`config.mk`:
```
export PLATFORM = sky130hd
export DESIGN_NAME = io_post_ctl
export DESIGN_NICKNAME = d
export VERILOG_FILES = /design/src/rtl/io_post_ctl_pkg.sv /design/src/rtl/io_post_ctl_pw_fifo_ctl.sv /design/src/rtl/io_post_ctl.sv
export SDC_FILE = /design/constraint.sdc
export NUM_CORES = 1
export LEC_CHECK = 0
export ABC_AREA = 0
export CAP_MARGIN = 20
export CORE_MARGIN = 2
export CORE_UTILIZATION = 50
export CTS_CLUSTER_DIAMETER = 200
export DETAILED_ROUTE_END_ITERATION = 16
export PLACE_DENSITY = 0.88
export REMOVE_ABC_BUFFERS = 1
export SYNTH_ARGS = -nofsm -noshare
export SYNTH_HDL_FRONTEND = slang
export SYNTH_HIERARCHICAL = 1
export SYNTH_SLANG_ARGS = --single-unit
```
`constraint.sdc`:
```
create_clock -name FCLK -period 2.1 [get_ports FCLK]
set_clock_uncertainty 0.1 [all_clocks]
set_input_delay 0.21 -clock FCLK [delete_from_list [all_inputs] [get_ports FCLK]]
set_output_delay 0.21 -clock FCLK [all_outputs]
set_load 0.02 [all_outputs]
```
`src/rtl/io_post_ctl_pkg.sv`:
```
// Shared definitions for the IO posted-write controller: buffer depth,
// non-posted FSM encodings and the buffer occupancy step helper.
package io_post_ctl_pkg;

  localparam logic [1:0] PW_DEPTH = 2'd2;

  typedef enum logic [1:0] {
    NP_IDLE  = 2'd0,
    NP_DRAIN = 2'd1,
    NP_NPREQ = 2'd2,
    NP_DONE  = 2'd3
  } np_state_t;

  // Accept and drain on the same edge cancel out.
  function automatic logic [1:0] cnt_step(input logic [1:0] cnt,
                                          input logic push,
                                          input logic pop);
    logic [1:0] r;
    r = cnt;
    if (push && !pop) r = cnt + 2'd1;
    else if (pop && !push) r = cnt - 2'd1;
    return r;
  endfunction

endpackage

```
`src/rtl/io_post_ctl_pw_fifo_ctl.sv`:
```
// Occupancy and slot pointers for the two-entry posted-write buffer.
// Pushes into a full buffer and pops from an empty one are dropped.
module io_post_ctl_pw_fifo_ctl
  import io_post_ctl_pkg::*;
(
  input  logic       FCLK,
  input  logic       nRST,
  input  logic       push,
  input  logic       pop,
  output logic [1:0] cnt_next,
  output logic       wptr,
  output logic       rptr,
  output logic       full,
  output logic       empty
);

  logic [1:0] cnt;
  logic       do_push;
  logic       do_pop;

  assign full     = (cnt == PW_DEPTH);
  assign empty    = (cnt == 2'd0);
  assign do_push  = push && !full;
  assign do_pop   = pop && !empty;
  assign cnt_next = cnt_step(cnt, do_push, do_pop);

  always_ff @(posedge FCLK or negedge nRST) begin
    if (!nRST) begin
      cnt  <= 2'd0;
      wptr <= 1'b0;
      rptr <= 1'b0;
    end else begin
      cnt <= cnt_next;
      if (do_push) wptr <= ~wptr;
      if (do_pop)  rptr <= ~rptr;
    end
  end

endmodule

```
`src/rtl/io_post_ctl.sv`:
```
// IO posted-write controller: buffers CPU posted writes, drains them to the
// IO side and orders non-posted IO accesses behind all buffered writes.
module io_post_ctl
  import io_post_ctl_pkg::*;
(
  input  logic FCLK,
  input  logic nRST,
  input  logic BACT,
  input  logic BACTr,
  input  logic IOCS,
  input  logic IOPWCS,
  input  logic nWE,
  output logic IOPWReady,
  output logic IONPReady,
  output logic IOREQ,
  output logic IOWR,
  output logic IOPW,
  output logic PWLoad,
  output logic PWSlot,
  input  logic IOACK
);

  logic       cyc_start;
  logic       pw_cyc;
  logic       pw_start;
  logic       np_start;
  logic       pw_pend;
  logic       accept;
  logic       drain_start;
  logic       drain_done;
  logic       req_ok;
  logic [1:0] hold;
  logic [1:0] cnt_next;
  logic       wptr;
  logic       rptr_unused;
  logic       full;
  logic       empty;
  logic       np_wr;
  logic       np_abort;
  np_state_t  state;

  assign cyc_start   = BACT && !BACTr;
  assign pw_cyc      = IOPWCS && !nWE;
  assign pw_start    = cyc_start && pw_cyc;
  assign np_start    = cyc_start && IOCS && !pw_cyc;
  assign accept      = (pw_start || pw_pend) && !full;
  assign req_ok      = hold[1];
  assign drain_done  = IOREQ && IOPW && IOACK;
  assign drain_start = !empty && !IOREQ && (state != NP_NPREQ) && req_ok;

  io_post_ctl_pw_fifo_ctl u_fifo (
    .FCLK     (FCLK),
    .nRST     (nRST),
    .push     (accept),
    .pop      (drain_done),
    .cnt_next (cnt_next),
    .wptr     (wptr),
    .rptr     (rptr_unused),
    .full     (full),
    .empty    (empty)
  );

  // CPU side: buffer loading, stalled posted writes and the ready flag.
  // hold keeps requests off the IO side for two edges after reset release.
  always_ff @(posedge FCLK or negedge nRST) begin
    if (!nRST) begin
      pw_pend   <= 1'b0;
      PWLoad    <= 1'b0;
      PWSlot    <= 1'b0;
      IOPWReady <= 1'b1;
      hold      <= 2'b00;
    end else begin
      hold      <= {hold[0], 1'b1};
      PWLoad    <= accept;
      IOPWReady <= (cnt_next != PW_DEPTH);
      if (accept) begin
        PWSlot  <= wptr;
        pw_pend <= 1'b0;
      end else if (pw_start) begin
        pw_pend <= 1'b1;
      end
    end
  end

  // IO request arbitration and the non-posted FSM. Drains win whenever the
  // buffer is non-empty, so the NP request only goes out once it is empty.
  always_ff @(posedge FCLK or negedge nRST) begin
    if (!nRST) begin
      state     <= NP_IDLE;
      IOREQ     <= 1'b0;
      IOWR      <= 1'b0;
      IOPW      <= 1'b0;
      IONPReady <= 1'b0;
      np_wr     <= 1'b0;
      np_abort  <= 1'b0;
    end else begin
      if (IOREQ && IOACK) begin
        IOREQ <= 1'b0;
        IOWR  <= 1'b0;
        IOPW  <= 1'b0;
      end else if (drain_start) begin
        IOREQ <= 1'b1;
        IOWR  <= 1'b1;
        IOPW  <= 1'b1;
      end

      case (state)
        NP_IDLE: begin
          if (np_start) begin
            state <= NP_DRAIN;
            np_wr <= !nWE;
          end
        end
        NP_DRAIN: begin
          if (!BACT) begin
            state <= NP_IDLE;
          end else if (empty && !IOREQ && req_ok) begin
            state    <= NP_NPREQ;
            IOREQ    <= 1'b1;
            IOWR     <= np_wr;
            IOPW     <= 1'b0;
            np_abort <= 1'b0;
          end
        end
        NP_NPREQ: begin
          if (!BACT) np_abort <= 1'b1;
          // An aborted cycle still completes on the IO side but never signals ready.
          if (IOACK) begin
            state     <= (BACT && !np_abort) ? NP_DONE : NP_IDLE;
            IONPReady <= BACT && !np_abort;
          end
        end
        NP_DONE: begin
          if (!BACT) begin
            state     <= NP_IDLE;
            IONPReady <= 1'b0;
          end
        end
        default: state <= NP_IDLE;
      endcase
    end
  end

endmodule

```
==> impl_metrics.env, run 1 <==
export IMPL_endpoint_kind="register"
export IMPL_cts_resized=0
export IMPL_p_clk_share_pct=13.9
export IMPL_pin_count=15
export IMPL_die_h_um=45.2
export IMPL_nets=105
export IMPL_status="complete, no violations"
export IMPL_place_gp_congestion=0.799
export IMPL_path_max_fanout=4
export IMPL_post_cts_buffers=0
export IMPL_yosysWarnings=6
export IMPL_synthCells=75
export IMPL_wl_mm=1.53
export IMPL_fmax_ghz=0.564
export IMPL_vdd_drop_max_mv=0.764
export IMPL_final_area_um2=1040
export IMPL_grt_max_degree=18
export IMPL_whs_ns=0.145
export IMPL_setup_viol=0
export IMPL_drv_cap=0
export IMPL_p_int_uw=808
export IMPL_drt_pass1_iter_count=3
export IMPL_grt_overflow=0
export IMPL_die_w_um=45.2
export IMPL_hpwl_mm=1.17
export IMPL_antenna_left=0
export IMPL_clk_pin_slew_ns=0.10
export IMPL_hold_path_class="in -> async"
export IMPL_core_area_um2=1540
export IMPL_grt_pass1_wl_mm=2.60
export IMPL_min_period_ns=1.77
export IMPL_antenna_found_initial=0
export IMPL_p_leak_uw=0.000487
export IMPL_synth_area_per_cell_um2=11.3
export IMPL_drcViolationCount=0
export IMPL_hold_viol_final=0
export IMPL_routedWlPerCell_um=13.9
export IMPL_cts_path_max_buffers=2
export IMPL_n_fill_cell=130
export IMPL_via_per_inst=5.55
export IMPL_io_buffers=14
export IMPL_area_growth_pct=23.2
export IMPL_clock_sinks=17
export IMPL_setup_tns_ns=0
export IMPL_rsz0062_at_grt="no"
export IMPL_initial_core_util_pct=55.0
export IMPL_critical_path_class="reg -> reg"
export IMPL_grt_pass1_vias=612
export IMPL_cts_tree="built"
export IMPL_grtUsageTotal_pct=17.6
export IMPL_timing_max_transition_violations_final=0
export IMPL_swShare_pct=33.6
export IMPL_dp_cells=106
export IMPL_power_switching_uw=409
export IMPL_fin_cells=110
export IMPL_p_comb_share_pct=44.4
export IMPL_cellPowerDensity_nw_per_um2=1170
export IMPL_fp_row_count=14
export IMPL_netlist_area_um2=848
export IMPL_vias=611
export IMPL_cts_hold_buffers=0
export IMPL_insertedDiodeCount=0
export IMPL_post_route_util_pct=67.8
export IMPL_critPathLaunchType="register"
export IMPL_insertion_delay_ns=0.28
export IMPL_die_area_um2=2040
export IMPL_fin_crit_sh_pct=84.4
export IMPL_crit_arrival_ns=1.89
export IMPL_root_buffer="clkbuf_4"
export IMPL_r2r_start="u_fifo/cnt[0]"
export IMPL_drtIter0Drc=11
export IMPL_dpl_cell_area_um2=1020
export IMPL_htree_levels=1
export IMPL_layout_drive_gt1_share_pct=13.8
export IMPL_crit_start="u_fifo/cnt[0]"
export IMPL_cp_required_ns=2.21
export IMPL_p_seq_share_pct=41.7
export IMPL_cts_buffers_inserted=3
[per-stage QoR]
stage	power, uW	setup WS [ns]
5_1_grt	1290	0.208
4_1_cts	1230	0.309
3_3_place_gp	1040	0.0836
6_report	1220	0.327
2_1_floorplan	854	0.476
3_5_place_dp	1050	0.00930
[state kept, by name, indices dropped and copies added (netlist names)]
signal / cells
np_wr: 1
u_fifo/cnt: 2
np_abort: 1
IOREQ: 1
PWLoad: 1
hold: 2
IOWR: 1
PWSlot: 1
pw_pend: 1
u_fifo/wptr: 1
state: 2
IOPWReady: 1
IOPW: 1
IONPReady: 1
[layer usage]
metal,part of all wire [%],GRT usage [%]
met5,0,0
met4,0,5.29
met3,3.7,4.00
met2,50,29.7
met1,46,22.4
[final cells by class]
class	count	area (um2)	area share, %
Sequential cell	17	427	40.8
Multi-Input combinational cell	50	390	37.4
Timing Repair Buffer	16	155	14.9
Clock buffer	4	26.3	2.51
Inverter	7	26.3	2.51
Tap cell	16	20.0	1.92
[placed cells by master (no fill, tap or decap), types with 2 or more instances in the layout]
| cell type | count |
|---|---|
| clkdlybuf4s50_1 | 14 |
| nand3b_1 | 2 |
| nor2_1 | 4 |
| nor2b_1 | 3 |
| a31oi_1 | 2 |
| nand2_1 | 5 |
| inv_1 | 7 |
| xnor2_1 | 3 |
| buf_4 | 2 |
| o21ai_0 | 5 |
| dfrtp_1 | 16 |
| clkbuf_4 | 3 |
| mux2i_1 | 3 |
| mux2_4 | 2 |
| ha_1 | 2 |
| nand2b_1 | 3 |
[path summary, 6_finish.rpt]
path,end,slack (ns),cells past startpoint
setup / recovery,IOPWReady,0.33,8
hold / removal,PWSlot,0.15,2
setup reg to reg,IOPWReady,0.33,8
hold reg to reg,hold[1],0.26,0
max in group asynchronous,IOPWReady,1.50,2
min in group FCLK,hold[1],0.26,0
[power by group through the flow]
stage               Clock [uW]  Sequential (uW)  Combinational [uW]
floorplan                    0              568                 286
global placement             0              509                 526
detailed placement           0              512                 541
CTS                        174              506                 546
global route               189              520                 583
finish                     170              508                 540
[worst max-delay path: stages (launching register included)]
cell,delay [ns]
dfrtp_1,0.38
inv_1,0.07
ha_1,0.22
o21bai_1,0.18
inv_1,0.12
nand2b_4,0.09
mux2_4,0.30
mux2i_1,0.17
nand2b_1,0.08
(Power assumes the default switching activity.)
==> inputs of run 2 (changes only) <==
Clock period 2.1 ns to 1.79 ns, I/O delays scaled along.
==> impl_metrics.env, run 2 (synthesis results as in run 1) <==
export IMPL_status="complete, no violations"
export IMPL_die_h_um=45.2
export IMPL_fmax_ghz=0.580
export IMPL_place_gp_congestion=0.840
export IMPL_grt_pass1_vias=636
export IMPL_grt_max_degree=11
export IMPL_p_seq_share_pct=38.6
export IMPL_drcViolationCount=0
export IMPL_drtIter0Drc=11
export IMPL_hold_viol_final=0
export IMPL_core_area_um2=1540
export IMPL_cellPowerDensity_nw_per_um2=1370
export IMPL_path_max_fanout=3
export IMPL_largestRegisters="hold (2), state (2), u_fifo/cnt (2)"
export IMPL_antenna_found_initial=0
export IMPL_p_int_uw=1020
export IMPL_cts_hold_buffers=0
export IMPL_vias=638
export IMPL_nets=112
export IMPL_p_clk_share_pct=12.8
export IMPL_htree_levels=1
export IMPL_root_buffer="clkbuf_4"
export IMPL_via_per_inst=5.45
export IMPL_die_area_um2=2040
export IMPL_crit_arrival_ns=1.84
export IMPL_initial_core_util_pct=55.0
export IMPL_p_comb_share_pct=48.7
export IMPL_critical_path_class="reg -> reg"
export IMPL_vdd_drop_max_mv=0.866
export IMPL_timing_max_transition_violations_final=0
export IMPL_grt_overflow=0
export IMPL_clock_sinks=17
export IMPL_cts_tree="built"
export IMPL_cts_buffers_inserted=3
export IMPL_final_cell_mix="dfrtp_1 (16), clkdlybuf4s50_1 (14), buf_4 (9), inv_1 (6)"
export IMPL_drv_cap=0
export IMPL_antenna_left=0
export IMPL_cp_required_ns=1.91
export IMPL_grtUsageTotal_pct=17.8
export IMPL_setup_viol=0
export IMPL_fin_crit_sh_pct=96.3
export IMPL_hold_path_class="in -> async"
export IMPL_routedWlPerCell_um=13.6
export IMPL_fin_cells=117
export IMPL_layout_drive_gt1_share_pct=24.8
export IMPL_postLayoutSetupSlackWorst_ns=0.0670
export IMPL_min_period_ns=1.72
export IMPL_endpoint_kind="register"
export IMPL_grt_pass1_wl_mm=2.61
export IMPL_power_switching_uw=524
export IMPL_pin_count=15
export IMPL_final_common_cell="dfrtp_1"
export IMPL_pre_cts_slack_ns=-0.273
export IMPL_clk_pin_slew_ns=0.09
export IMPL_p_total_uw=1540
export IMPL_drt_pass1_iter_count=4
export IMPL_critPathLaunchType="register"
export IMPL_dp_cells=111
export IMPL_insertion_delay_ns=0.28
export IMPL_wl_mm=1.60
export IMPL_cts_path_max_buffers=2
export IMPL_die_w_um=45.2
export IMPL_swShare_pct=34.0
export IMPL_r2r_slack_ns=0.07
export IMPL_fp_row_count=14
export IMPL_p_leak_uw=0.000508
export IMPL_area_growth_pct=33.0
export IMPL_hpwl_mm=1.26
export IMPL_insertedDiodeCount=0
export IMPL_io_buffers=14
-- run 2: cell count changes in the layout (fill, tap and decap cells not counted), sizes merged --
| cell | delta |
|---|---|
| buf | +7 |
-- run 2: critical path, cell delays in order, from the launching register on --
cell      delay (ns)
dfrtp_1         0.44
ha_2            0.21
o21bai_2        0.20
inv_2           0.09
nand2b_4        0.07
buf_4           0.15
mux2i_4         0.18
mux2i_4         0.15
nand2b_1        0.07
-- run 2: cell type report --
| class | instances | area [um2] |
|---|---|---|
| fill | 107 | 413 |
| tap | 16 | 20.0 |
| inverter | 7 | 26.3 |
| timing repair buffer | 23 | 208 |
| clock buffer | 4 | 26.3 |
| sequential | 17 | 427 |
| multi-input combinational | 50 | 422 |
-- run 2: repair_timing --
action,4_1_cts,5_1_grt
resized for setup,1,6
endpoints found under the setup margin,1,2
endpoints found under the hold margin,0,0
setup buffers,1,1
-- run 2: metrics by stage --
step           util [%]   TNS, ns  hold slack [ns]  instance area [um2]
3_3_place_gp       68.5    -0.250            0.233                 1060
2_1_floorplan         -         0           -0.217                  843
3_5_place_dp       68.5    -0.496            0.243                 1060
4_1_cts            70.9         0           0.0558                 1090
5_1_grt            73.2  -0.00217           0.0707                 1130
6_report           73.2         0           0.0548                 1130
-- run 2: worst paths after layout --
kind,start,end,cells after the start
max,u_fifo/cnt[1],IOPWReady,8
min,nRST,IOPW,1
max reg2reg,u_fifo/cnt[1],IOPWReady,8
min reg2reg,hold[0],hold[1],0
max in group asynchronous,nRST,IOWR,2
min in group FCLK,hold[0],hold[1],0
-- run 2: power by group through the flow --
stage	Sequential (uW)	Clock, uW	Combinational (uW)
floorplan	666	0	336
global placement	598	0	628
detailed placement	603	0	645
CTS	593	206	688
global route	614	217	809
finish	596	197	751
-- run 2: layer usage --
layer / global-route usage [%] / routed length, um / vias to the layer above
met4: 10.0 / 16 / 0
met5: 0 / 0 / -
li1: - / - / 310
met2: 28.3 / 821 / 16
met1: 23.0 / 682 / 310
met3: 2.80 / 77 / 2
